===== config.mk =====
export PLATFORM = sky130hd
export DESIGN_NAME = match_controller_flat
export DESIGN_NICKNAME = d
export VERILOG_FILES = /design/src/rtl/match_controller_pkg.sv /design/src/rtl/match_controller_if.sv /design/src/rtl/match_controller_fighter_status.sv /design/src/rtl/match_controller.sv /design/src/flat_wrapper.sv
export SDC_FILE = /design/constraint.sdc
export NUM_CORES = 1
export LEC_CHECK = 0
export CAP_MARGIN = 10
export CELL_PAD_IN_SITES_DETAIL_PLACEMENT = 1
export CELL_PAD_IN_SITES_GLOBAL_PLACEMENT = 1
export CORE_AREA = 2 2 69 58
export CTS_BUF_LIST = sky130_fd_sc_hd__clkbuf_4
export DETAILED_ROUTE_END_ITERATION = 8
export DIE_AREA = 0 0 71 60
export PLACE_DENSITY = 0.8
export SETUP_SLACK_MARGIN = 0.02
export SLEW_MARGIN = 10
export SYNTH_ARGS = -nofsm -noshare
export SYNTH_HDL_FRONTEND = slang
export SYNTH_SLANG_ARGS = --single-unit

===== constraint.sdc =====
create_clock -name clk -period 1.55 [get_ports clk]
set_input_delay 0.31 -clock clk [delete_from_list [all_inputs] [get_ports clk]]
set_output_delay 0.31 -clock clk [all_outputs]
set_load 0.02 [all_outputs]

===== src/rtl/match_controller_pkg.sv =====
`default_nettype none
// ============================================================================
//  Module      : MatchPkg
//  Description : Shared state encoding and width helpers for match_controller.
//  Revision    : 1.0  initial release
// ============================================================================
package MatchPkg;

    typedef enum logic [2:0] {
        S_START     = 3'd0,
        S_COUNTDOWN = 3'd1,
        S_PLAY      = 3'd2,
        S_ROUND_END = 3'd3,
        S_WIN       = 3'd4,
        S_LOSE      = 3'd5,
        S_PAUSE     = 3'd6
    } state_e;

    function automatic int hp_width(input int hp_max);
        return $clog2(hp_max + 1);
    endfunction

    function automatic int win_width(input int rounds_to_win);
        return $clog2(rounds_to_win + 1);
    endfunction

    // Bits needed to hold any value in 0..max_val, never less than one.
    function automatic int cnt_width(input int max_val);
        return (max_val < 1) ? 1 : $clog2(max_val + 1);
    endfunction

endpackage
`default_nettype wire


===== src/rtl/match_controller_if.sv =====
`default_nettype none
// ============================================================================
//  Module      : match_controller_if
//  Description : Game-side flags in, match status out, for match_controller.
//  Revision    : 1.0  initial release
// ============================================================================
interface match_controller_if #(
    parameter int HP_MAX        = 3,
    parameter int ROUNDS_TO_WIN = 2
);
    localparam int HP_W  = MatchPkg::hp_width(HP_MAX);
    localparam int WIN_W = MatchPkg::win_width(ROUNDS_TO_WIN);

    logic             i_select;
    logic             i_pause;
    logic             i_player_hit;
    logic             i_enemy_hit;
    logic             i_player_shield;
    logic             i_enemy_shield;
    logic [2:0]       o_state;
    logic             o_is_gaming;
    logic             o_round_start;
    logic [HP_W-1:0]  o_player_hp;
    logic [HP_W-1:0]  o_enemy_hp;
    logic [WIN_W-1:0] o_player_wins;
    logic [WIN_W-1:0] o_enemy_wins;
    logic             o_player_invuln;
    logic             o_enemy_invuln;

    modport master (
        output i_select, i_pause, i_player_hit, i_enemy_hit,
               i_player_shield, i_enemy_shield,
        input  o_state, o_is_gaming, o_round_start, o_player_hp, o_enemy_hp,
               o_player_wins, o_enemy_wins, o_player_invuln, o_enemy_invuln
    );

    modport slave (
        input  i_select, i_pause, i_player_hit, i_enemy_hit,
               i_player_shield, i_enemy_shield,
        output o_state, o_is_gaming, o_round_start, o_player_hp, o_enemy_hp,
               o_player_wins, o_enemy_wins, o_player_invuln, o_enemy_invuln
    );

endinterface
`default_nettype wire


===== src/rtl/match_controller_fighter_status.sv =====
`default_nettype none
// ============================================================================
//  Module      : fighter_status
//  Description : Per-fighter HP, invulnerability frames and round-win count.
//  Revision    : 1.0  initial release
// ============================================================================
module fighter_status
    import MatchPkg::*;
#(
    parameter  int HP_MAX        = 3,
    parameter  int ROUNDS_TO_WIN = 2,
    parameter  int IFRAME_CYCLES = 4,
    localparam int HP_W          = hp_width(HP_MAX),
    localparam int WIN_W         = win_width(ROUNDS_TO_WIN)
) (
    input  wire logic             clk,
    input  wire logic             rst_n,
    input  wire logic             hit_i,
    input  wire logic             shield_i,
    input  wire logic             restore_hp_i,
    input  wire logic             clear_wins_i,
    input  wire logic             inc_win_i,
    input  wire logic             enable_damage_i,
    input  wire logic             clear_iframes_i,
    input  wire logic             freeze_iframes_i,
    output logic [HP_W-1:0]       hp_o,
    output logic [WIN_W-1:0]      wins_o,
    output logic                  invuln_o
);
    localparam int IF_W = cnt_width(IFRAME_CYCLES);

    logic [HP_W-1:0]  hp_q,     hp_d;
    logic [IF_W-1:0]  iframe_q, iframe_d;
    logic [WIN_W-1:0] wins_q,   wins_d;
    logic             damage;

    assign damage = enable_damage_i & hit_i & ~shield_i
                  & (iframe_q == '0) & (hp_q != '0);

    always_comb begin
        hp_d     = hp_q;
        iframe_d = iframe_q;
        wins_d   = wins_q;

        if (restore_hp_i) begin
            hp_d = HP_W'(HP_MAX);
        end else if (damage) begin
            hp_d = hp_q - HP_W'(1);
        end

        if (clear_iframes_i) begin
            iframe_d = '0;
        end else if (damage) begin
            iframe_d = IF_W'(IFRAME_CYCLES);
        end else if (!freeze_iframes_i && (iframe_q != '0)) begin
            iframe_d = iframe_q - IF_W'(1);
        end

        // Win count saturates so a stray increment can never wrap it.
        if (clear_wins_i) begin
            wins_d = '0;
        end else if (inc_win_i && (wins_q != WIN_W'(ROUNDS_TO_WIN))) begin
            wins_d = wins_q + WIN_W'(1);
        end
    end

    always_ff @(posedge clk or negedge rst_n) begin
        if (!rst_n) begin
            hp_q     <= HP_W'(HP_MAX);
            iframe_q <= '0;
            wins_q   <= '0;
        end else begin
            hp_q     <= hp_d;
            iframe_q <= iframe_d;
            wins_q   <= wins_d;
        end
    end

    assign hp_o     = hp_q;
    assign wins_o   = wins_q;
    assign invuln_o = (iframe_q != '0);

endmodule
`default_nettype wire


===== src/rtl/match_controller.sv =====
`default_nettype none
// ============================================================================
//  Module      : match_controller
//  Description : Best-of-N match FSM with countdown, HP and i-frames.
//                Optional pause state enabled by defining MATCH_PAUSE_EN.
//  Revision    : 1.0  initial release
// ============================================================================
module match_controller
    import MatchPkg::*;
#(
    parameter int HP_MAX           = 3,
    parameter int ROUNDS_TO_WIN    = 2,
    parameter int IFRAME_CYCLES    = 4,
    parameter int COUNTDOWN_CYCLES = 8,
    parameter int ROUND_END_CYCLES = 4
) (
    input  wire logic          clk,
    input  wire logic          rst_n,
    match_controller_if.slave  bus
);
    localparam int HP_W    = hp_width(HP_MAX);
    localparam int WIN_W   = win_width(ROUNDS_TO_WIN);
    localparam int TMR_MAX = (COUNTDOWN_CYCLES > ROUND_END_CYCLES) ?
                             COUNTDOWN_CYCLES : ROUND_END_CYCLES;
    localparam int TMR_W   = cnt_width(TMR_MAX);
    localparam logic [TMR_W-1:0] CD_LOAD = TMR_W'(COUNTDOWN_CYCLES - 1);
    localparam logic [TMR_W-1:0] RE_LOAD = TMR_W'(ROUND_END_CYCLES - 1);

    state_e           state_q, state_d;
    logic [TMR_W-1:0] timer_q, timer_d;
    logic             round_start_q, round_start_d;
    logic             select_q;
    logic             sel_rise;
    logic             pause_rise;

    logic             restore_hp, clear_wins, enable_damage;
    logic             clear_iframes, freeze_iframes;
    logic             inc_player_win, inc_enemy_win;

    logic [HP_W-1:0]  player_hp, enemy_hp;
    logic [WIN_W-1:0] player_wins, enemy_wins;
    logic             player_invuln, enemy_invuln;

    assign sel_rise = bus.i_select & ~select_q;

`ifdef MATCH_PAUSE_EN
    logic pause_q;

    always_ff @(posedge clk or negedge rst_n) begin
        if (!rst_n) begin
            pause_q <= 1'b0;
        end else begin
            pause_q <= bus.i_pause;
        end
    end

    assign pause_rise = bus.i_pause & ~pause_q;
`else
    logic unused_pause;
    assign unused_pause = bus.i_pause;
    assign pause_rise   = 1'b0;
`endif

    always_ff @(posedge clk or negedge rst_n) begin
        if (!rst_n) begin
            state_q       <= S_START;
            timer_q       <= '0;
            round_start_q <= 1'b0;
            select_q      <= 1'b0;
        end else begin
            state_q       <= state_d;
            timer_q       <= timer_d;
            round_start_q <= round_start_d;
            select_q      <= bus.i_select;
        end
    end

    always_comb begin
        state_d        = state_q;
        timer_d        = timer_q;
        round_start_d  = 1'b0;
        restore_hp     = 1'b0;
        clear_wins     = 1'b0;
        enable_damage  = 1'b0;
        clear_iframes  = 1'b0;
        freeze_iframes = 1'b0;
        inc_player_win = 1'b0;
        inc_enemy_win  = 1'b0;

        case (state_q)
            S_START: begin
                if (sel_rise) begin
                    clear_wins = 1'b1;
                    restore_hp = 1'b1;
                    timer_d    = CD_LOAD;
                    state_d    = S_COUNTDOWN;
                end
            end
            S_COUNTDOWN: begin
                if (timer_q == '0) begin
                    round_start_d = 1'b1;
                    state_d       = S_PLAY;
                end else begin
                    timer_d = timer_q - TMR_W'(1);
                end
            end
            S_PLAY: begin
                enable_damage = 1'b1;
                // Round outcome looks at registered HP: one cycle after the final hit.
                if ((player_hp == '0) || (enemy_hp == '0)) begin
                    inc_enemy_win  = (player_hp == '0) && (enemy_hp != '0);
                    inc_player_win = (enemy_hp == '0) && (player_hp != '0);
                    timer_d        = RE_LOAD;
                    state_d        = S_ROUND_END;
                end else if (pause_rise) begin
                    state_d = S_PAUSE;
                end
            end
            S_ROUND_END: begin
                clear_iframes = 1'b1;
                if (timer_q == '0) begin
                    if (player_wins == WIN_W'(ROUNDS_TO_WIN)) begin
                        state_d = S_WIN;
                    end else if (enemy_wins == WIN_W'(ROUNDS_TO_WIN)) begin
                        state_d = S_LOSE;
                    end else begin
                        restore_hp = 1'b1;
                        timer_d    = CD_LOAD;
                        state_d    = S_COUNTDOWN;
                    end
                end else begin
                    timer_d = timer_q - TMR_W'(1);
                end
            end
            S_WIN, S_LOSE: begin
                if (sel_rise) begin
                    state_d = S_START;
                end
            end
`ifdef MATCH_PAUSE_EN
            S_PAUSE: begin
                freeze_iframes = 1'b1;
                if (pause_rise) begin
                    state_d = S_PLAY;
                end
            end
`endif
            default: begin
                state_d = S_START;
            end
        endcase
    end

    fighter_status #(
        .HP_MAX        (HP_MAX),
        .ROUNDS_TO_WIN (ROUNDS_TO_WIN),
        .IFRAME_CYCLES (IFRAME_CYCLES)
    ) u_player (
        .clk              (clk),
        .rst_n            (rst_n),
        .hit_i            (bus.i_player_hit),
        .shield_i         (bus.i_player_shield),
        .restore_hp_i     (restore_hp),
        .clear_wins_i     (clear_wins),
        .inc_win_i        (inc_player_win),
        .enable_damage_i  (enable_damage),
        .clear_iframes_i  (clear_iframes),
        .freeze_iframes_i (freeze_iframes),
        .hp_o             (player_hp),
        .wins_o           (player_wins),
        .invuln_o         (player_invuln)
    );

    fighter_status #(
        .HP_MAX        (HP_MAX),
        .ROUNDS_TO_WIN (ROUNDS_TO_WIN),
        .IFRAME_CYCLES (IFRAME_CYCLES)
    ) u_enemy (
        .clk              (clk),
        .rst_n            (rst_n),
        .hit_i            (bus.i_enemy_hit),
        .shield_i         (bus.i_enemy_shield),
        .restore_hp_i     (restore_hp),
        .clear_wins_i     (clear_wins),
        .inc_win_i        (inc_enemy_win),
        .enable_damage_i  (enable_damage),
        .clear_iframes_i  (clear_iframes),
        .freeze_iframes_i (freeze_iframes),
        .hp_o             (enemy_hp),
        .wins_o           (enemy_wins),
        .invuln_o         (enemy_invuln)
    );

    assign bus.o_state         = state_q;
    assign bus.o_is_gaming     = (state_q == S_PLAY);
    assign bus.o_round_start   = round_start_q;
    assign bus.o_player_hp     = player_hp;
    assign bus.o_enemy_hp      = enemy_hp;
    assign bus.o_player_wins   = player_wins;
    assign bus.o_enemy_wins    = enemy_wins;
    assign bus.o_player_invuln = player_invuln;
    assign bus.o_enemy_invuln  = enemy_invuln;

endmodule
`default_nettype wire


===== src/flat_wrapper.sv =====
// flat-port wrapper written by rule: the top's interface ports become plain ports
module match_controller_flat import MatchPkg::*;
#(
    parameter int HP_MAX           = 3,
    parameter int ROUNDS_TO_WIN    = 2,
    parameter int IFRAME_CYCLES    = 4,
    parameter int COUNTDOWN_CYCLES = 8,
    parameter int ROUND_END_CYCLES = 4
)
  (clk, rst_n, bus_i_select, bus_i_pause, bus_i_player_hit, bus_i_enemy_hit, bus_i_player_shield, bus_i_enemy_shield, bus_o_state, bus_o_is_gaming, bus_o_round_start, bus_o_player_hp, bus_o_enemy_hp, bus_o_player_wins, bus_o_enemy_wins, bus_o_player_invuln, bus_o_enemy_invuln);
  match_controller_if #(.HP_MAX(HP_MAX), .ROUNDS_TO_WIN(ROUNDS_TO_WIN)) bus_i ();
  input  wire logic clk;
  input  wire logic rst_n;
  input wire logic [$bits(bus_i.i_select)-1:0] bus_i_select;
  input wire logic [$bits(bus_i.i_pause)-1:0] bus_i_pause;
  input wire logic [$bits(bus_i.i_player_hit)-1:0] bus_i_player_hit;
  input wire logic [$bits(bus_i.i_enemy_hit)-1:0] bus_i_enemy_hit;
  input wire logic [$bits(bus_i.i_player_shield)-1:0] bus_i_player_shield;
  input wire logic [$bits(bus_i.i_enemy_shield)-1:0] bus_i_enemy_shield;
  output wire logic [$bits(bus_i.o_state)-1:0] bus_o_state;
  output wire logic [$bits(bus_i.o_is_gaming)-1:0] bus_o_is_gaming;
  output wire logic [$bits(bus_i.o_round_start)-1:0] bus_o_round_start;
  output wire logic [$bits(bus_i.o_player_hp)-1:0] bus_o_player_hp;
  output wire logic [$bits(bus_i.o_enemy_hp)-1:0] bus_o_enemy_hp;
  output wire logic [$bits(bus_i.o_player_wins)-1:0] bus_o_player_wins;
  output wire logic [$bits(bus_i.o_enemy_wins)-1:0] bus_o_enemy_wins;
  output wire logic [$bits(bus_i.o_player_invuln)-1:0] bus_o_player_invuln;
  output wire logic [$bits(bus_i.o_enemy_invuln)-1:0] bus_o_enemy_invuln;
  assign bus_i.i_select = bus_i_select;
  assign bus_i.i_pause = bus_i_pause;
  assign bus_i.i_player_hit = bus_i_player_hit;
  assign bus_i.i_enemy_hit = bus_i_enemy_hit;
  assign bus_i.i_player_shield = bus_i_player_shield;
  assign bus_i.i_enemy_shield = bus_i_enemy_shield;
  assign bus_o_state = bus_i.o_state;
  assign bus_o_is_gaming = bus_i.o_is_gaming;
  assign bus_o_round_start = bus_i.o_round_start;
  assign bus_o_player_hp = bus_i.o_player_hp;
  assign bus_o_enemy_hp = bus_i.o_enemy_hp;
  assign bus_o_player_wins = bus_i.o_player_wins;
  assign bus_o_enemy_wins = bus_i.o_enemy_wins;
  assign bus_o_player_invuln = bus_i.o_player_invuln;
  assign bus_o_enemy_invuln = bus_i.o_enemy_invuln;
  match_controller #(.HP_MAX(HP_MAX), .ROUNDS_TO_WIN(ROUNDS_TO_WIN), .IFRAME_CYCLES(IFRAME_CYCLES), .COUNTDOWN_CYCLES(COUNTDOWN_CYCLES), .ROUND_END_CYCLES(ROUND_END_CYCLES)) u_core (.clk(clk), .rst_n(rst_n), .bus(bus_i));
endmodule

==> impl_metrics.ini, run 1 <==
[placed_design]
gp_congestion = 0.750
post-place-ws_ns = -0.289
port-buffer-count = 21
dpl.hpwl_um = 2660

[power]
power.density_nw_per_um2 = 1940
peakVddDrop_mv = 0.735
power.leakage_uw = 0.00103
power_uw = 4180

[clocking]
clock_sinks = 23
clk_latency_ns = 0.32
cts_tree = done
cts_buffers = 3
clockRootBuffer = clkbuf_4
htree_levels = 1
cts.clk_slew.worst_paths_ns = 0.14
clockBufferDepth = 2

[drt]
drc_errors = 0
wl_per_cell_um = 17.1
wl_um = 4230
drt-initial-drc-count = 23
ant_nets = 0
via_per_inst = 5.13
first_pass_iters = 4
vias = 1268

[timing]
setup_viol = 19
clock_skew_ns = 0.0137
layout_setup_ws_ns = -0.229
grt_setup_unrepaired = true
drv_slew = 0
max-slew-margin-rel_pct = 76.5
tightest_slew_ns = 0.352
hold_viol_final = 0
period_minus_slack_ns = 1.78
fmax_mhz = 562
min_period_over_period_pct = 115

[global_route]
grt_pass1_wl_um = 6790
grt_overflow = 0
grt_max_degree = 24
grt_pass1_vias = 1392
grt_use_total_pct = 21.2
antenna_found_initial = 0

[synth]
ys.warnings.count = 0
avgSynthCellArea_um2 = 9.87
synthCells = 130
seq_area_frac_synth_pct = 45.3
ys_ff_latch = 23
syn_area_um2 = 1280
synth_cell_type_count = 37
synth_nets = 147

[cells_and_area]
final_common_cell = buf_4
antenna_cells = 0
utilization_pct = 59.5
fin_nets = 221
syn2layout_area_growth_pct = 68.3
drive_gt1_share_pct = 58.6
fillers = 407
mostFrequentLayoutCells = buf_4 (46), dfrtp_1 (15), nor2_1 (10)

[die]
start_util_pct = 35.3
dieArea_um2 = 4260
die_y_um = 60
die_x_um = 71
rows = 20
fp.coreArea_um2 = 3630
io_pins = 23

[worst_hold_path]
hold_path.class = in -> async

[flow_run]
drv_cap = 0

[critical_path]
critPathArrivalTime_ns = 2.00
cp_data_required_time_ns = 1.77
worstSetupPathType = reg -> reg
critPathMaxFanout = 4
cp-end-kind = register
startpoint_type = register

[run_status]
status = finished, violations left
violations = setup timing
==> sequential cells by signal, summed over array words and instances, names as in the netlist <==
register	flops
u_core.timer_q	4
u_core.u_enemy.hp_o	2
u_core.u_enemy.iframe_q	3
u_core.u_player.iframe_q	3
u_core.bus.o_state	3
u_core.u_player.wins_o	2
u_core.u_player.hp_o	2
u_core.bus.o_round_start	1
u_core.select_q	1
u_core.u_enemy.wins_o	2
==> cell families after synthesis <==
kind of cell | synth area share [%]
AOI/OAI and AO/OA | 12.2
xor gates and xnor gates | 3.32
adders and majority gates | 8.78
buffers and inverters | 5.37
DFF | 45.3
muxes | 3.12
and+or+nand+nor | 22.0
==> worst max-delay path, stage by stage, from the launching register on <==
cell and delay, ns:
dfrtp_2 0.44, or3b_4 0.42, or4b_4 0.56, a31o_2 0.25
==> synthesized netlist by cell type (all sizes together) <==
master,count,share of area (%)
nand4b,1,0.68
o21bai,1,0.59
or4,2,1.5
nor2b,3,1.5
a31oi,1,0.49
or4b,1,0.78
dfstp,4,8.2
xor2,1,0.68
nand2b,6,2.9
ha,9,8.8
nand3,7,2.7
inv,14,4.1
a21oi,5,2.0
nor3b,3,1.8
xnor2,3,2.6
o21ai,4,1.6
mux2i,4,3.1
or3b,2,1.6
o21a,4,2.3
a31o,1,0.68
o211ai,2,1.6
nand2,11,3.2
buf,2,1.3
nand3b,1,0.59
o31ai,1,0.59
nor4b,1,0.68
o31a,1,0.68
a211oi,3,1.8
and2,1,0.49
nor3,1,0.39
dfrtp,19,37
nor2,11,3.2
==> path summary, 6_finish.rpt <==
check                                                            from                               endpoint  slack (ns)  cells after the start
worst max register to register      u_core.bus.o_state[2]$_DFFE_PN0P_   u_core.u_enemy.wins_o[1]$_DFFE_PN0P_       -0.23                      3
worst max-delay path                u_core.bus.o_state[2]$_DFFE_PN0P_   u_core.u_enemy.wins_o[1]$_DFFE_PN0P_       -0.23                      3
worst min-delay path                                            rst_n          u_core.timer_q[3]$_DFFE_PN0P_        0.32                      2
worst min register to register  u_core.u_player.wins_o[0]$_DFFE_PN0P_  u_core.u_player.wins_o[0]$_DFFE_PN0P_        0.57                      2
min in group clk                                         bus_i_select              u_core.select_q$_DFF_PN0_        0.48                      1
max in group asynchronous                                       rst_n     u_core.u_enemy.hp_o[1]$_DFFE_PN1P_        0.94                      2
==> through the flow <==
step	hold slack (ns)	cells	TNS, ns	cell area [um2]
after global placement	0.496	225	-2.23	1820
final	0.319	247	-2.23	2160
after global routing	0.329	247	-3.29	2160
after floorplan	0.0144	130	-1.64	1330
after CTS	0.333	238	-1.70	2060
after detailed placement	0.534	225	-3.45	1820
==> where the power goes <==
group	internal [uW]	switching, uW	leakage [uW]
Clock	96.6	197	0.0000177
Combinational	1520	1310	0.000735
Sequential	862	204	0.000274
Total	2480	1710	0.00103
==> what timing repair did <==
action,in CTS,in global routing
setup endpoints to repair,35,32
setup buffers,9,10
gates resized for setup,76,22
pin swaps,14,7
hold buffers,0,0
cloned,0,0
==> per-layer routing <==
layer / GRT usage (%) / vias up / part of all wire [%]
li1: - / 590 / -
met1: 24.6 / 636 / 39
met2: 41.5 / 38 / 56
met3: 3.71 / 4 / 4.1
met4: 4.04 / 0 / 1.2
met5: 0 / - / 0
==> final cells by class <==
class	count	area, um2	share of cell area [%]
inverters	14	55.1	2.55
clock inverters	1	5.00	0.232
repair buffers	71	573	26.6
multi-input cells	91	862	39.9
clock buffers	3	22.5	1.04
well taps	44	55.1	2.55
flip-flops and latches	23	586	27.1
Note: power is estimated with default switching activity, not from simulation.
==> run 2: changes to the inputs <==
--- a/config.mk
+++ b/config.mk
@@ -12,7 +12,7 @@
 export CTS_BUF_LIST = sky130_fd_sc_hd__clkbuf_4
 export DETAILED_ROUTE_END_ITERATION = 8
 export DIE_AREA = 0 0 71 60
-export PLACE_DENSITY = 0.8
+export PLACE_DENSITY_LB_ADDON = 0.1
 export SETUP_SLACK_MARGIN = 0.02
 export SLEW_MARGIN = 10
 export SYNTH_ARGS = -nofsm -noshare
==> run 2 against run 1 <==
  * The run still ends with setup timing left
  * Clock-buffer cell count increased by 1
  * Fmax fell by 1.1%
  * Final cell count decreased by 2.8%
  * Clock power grew 4%
  * Clock skew shrank 0.0086 ns
  * Critical path type unchanged
  * Critical endpoint unchanged
==> impl_metrics.ini, run 2 (synthesis gave the netlist of run 1 again) <==
[die]
io_pins = 23
die_y_um = 60
dieArea_um2 = 4260
rows = 20
fp.coreArea_um2 = 3630
die_x_um = 71
start_util_pct = 35.3

[cells_and_area]
fillers = 416
utilization_pct = 56.9
antenna_cells = 0
largest_reg_flops = 4
regArea_um2 = 586
largest-register = u_core.timer_q
final_common_cell = buf_4
mostFrequentLayoutCells = buf_4 (41), dfrtp_1 (15), nor2_1 (11)
multi_input_area_um2 = 833
fin_nets = 214
drive_gt1_share_pct = 55.1
syn2layout_area_growth_pct = 60.9
fin_area_um2 = 2060

[timing]
setup_viol = 19
max-slew-margin-rel_pct = 79.3
tightest_slew_ns = 0.310
fmax_mhz = 556
grt_setup_unrepaired = true
layout_setup_ws_ns = -0.249
clock_skew_ns = 0.00517
drv_slew = 0
min_period_over_period_pct = 116
hold_viol_final = 0
period_minus_slack_ns = 1.80
finalSetupTns_ns = -1.98

[critical_path]
startpoint_type = register
cp-end-kind = register
critPathArrivalTime_ns = 2.02
critPathMaxFanout = 3
cp_top_family = simple AND/OR/NAND/NOR gates
critPathBufInv = 1
worstSetupPathType = reg -> reg
cp_data_required_time_ns = 1.77
critPathMaxStageDelay_ns = 0.50
cp_slowest_cell = or4b_4
worstPathCellList = or3b_4 > buf_6 > or4b_4 > a31o_4

[drt]
ant_nets = 0
vias = 1176
wl_um = 3450
drt-initial-drc-count = 20
via_per_inst = 4.90
drc_errors = 0
wl_per_cell_um = 14.4
first_pass_iters = 2

[clocking]
cts_tree = done
clock_sinks = 23
cts.clk_slew.worst_paths_ns = 0.13
cts_buffers = 3
clockBufferDepth = 2
clk_latency_ns = 0.31
postCtsHoldBufs = 0
htree_levels = 1
clockRootBuffer = clkbuf_4

[global_route]
grt_pass1_wl_um = 5920
grt_pass1_vias = 1299
grt_use_total_pct = 18.1
grt_overflow = 0
antenna_found_initial = 0
grt_max_degree = 24

[power]
power.density_nw_per_um2 = 1840
power.leakage_uw = 0.000978
peakVddDrop_mv = 0.956
power_uw = 3800

[flow_run]
drv_cap = 0

[placed_design]
gp_congestion = 0.767
port-buffer-count = 21
place_area_um2 = 1820
dpl.hpwl_um = 2550

[run_status]
status = finished, violations left
violations = setup timing

[worst_hold_path]
hold_path.class = in -> async
-- run 2: metal layers --
metal  global-route usage, %  vias up  part of all wire (%)
met2                    33.6       14                    51
met1                    21.3      576                    45
met3                    4.38        2                   3.1
met4                    4.04        0                  0.52
li1                        -      584                     -
met5                       0        -                     0
-- run 2: worst paths after layout --
check	from	to	slack (ns)	cells past startpoint
max	u_core.bus.o_state[0]$_DFFE_PN0P_	u_core.u_enemy.wins_o[1]$_DFFE_PN0P_	-0.25	4
min	rst_n	u_core.timer_q[2]$_DFFE_PN0P_	0.34	2
max reg2reg	u_core.bus.o_state[0]$_DFFE_PN0P_	u_core.u_enemy.wins_o[1]$_DFFE_PN0P_	-0.25	4
min reg2reg	u_core.u_player.wins_o[0]$_DFFE_PN0P_	u_core.u_player.wins_o[0]$_DFFE_PN0P_	0.56	2
max in group asynchronous	rst_n	u_core.u_enemy.hp_o[0]$_DFFE_PN1P_	0.93	2
min in group clk	bus_i_select	u_core.select_q$_DFF_PN0_	0.46	1
-- run 2: power breakdown --
part	switching, uW	total (uW)	internal (uW)
registers	184	1040	860
clock network	188	306	118
logic	1140	2450	1300
-- run 2: worst register-to-register path, cell delays in order, from the launching register on --
cell and delay (ns):
dfrtp_2 0.42, or3b_4 0.42, buf_6 0.13, or4b_4 0.50, a31o_4 0.24
-- run 2: repair_timing --
item / CTS / global route
setup buffers: 6 / 6
pin swaps: 15 / 10
endpoints found under the setup margin: 34 / 31
gates cloned: 0 / 0
gates resized for setup: 65 / 20
-- run 2: stage by stage --
stage | setup WS [ns] | instances | hold WS, ns
2_1_floorplan | -0.199 | 130 | 0.0144
3_3_place_gp | -0.229 | 225 | 0.496
3_5_place_dp | -0.300 | 225 | 0.502
4_1_cts | -0.274 | 235 | 0.335
5_1_grt | -0.291 | 240 | 0.336
6_report | -0.249 | 240 | 0.339
-- run 2: layout make-up --
cell class                      count  share of cell area [%]
Timing Repair Buffer               64                    24.6
Multi-Input combinational cell     91                    40.4
Clock buffer                        4                    1.46
Sequential cell                    23                    28.4
Tap cell                           44                    2.67
Inverter                           14                    2.55
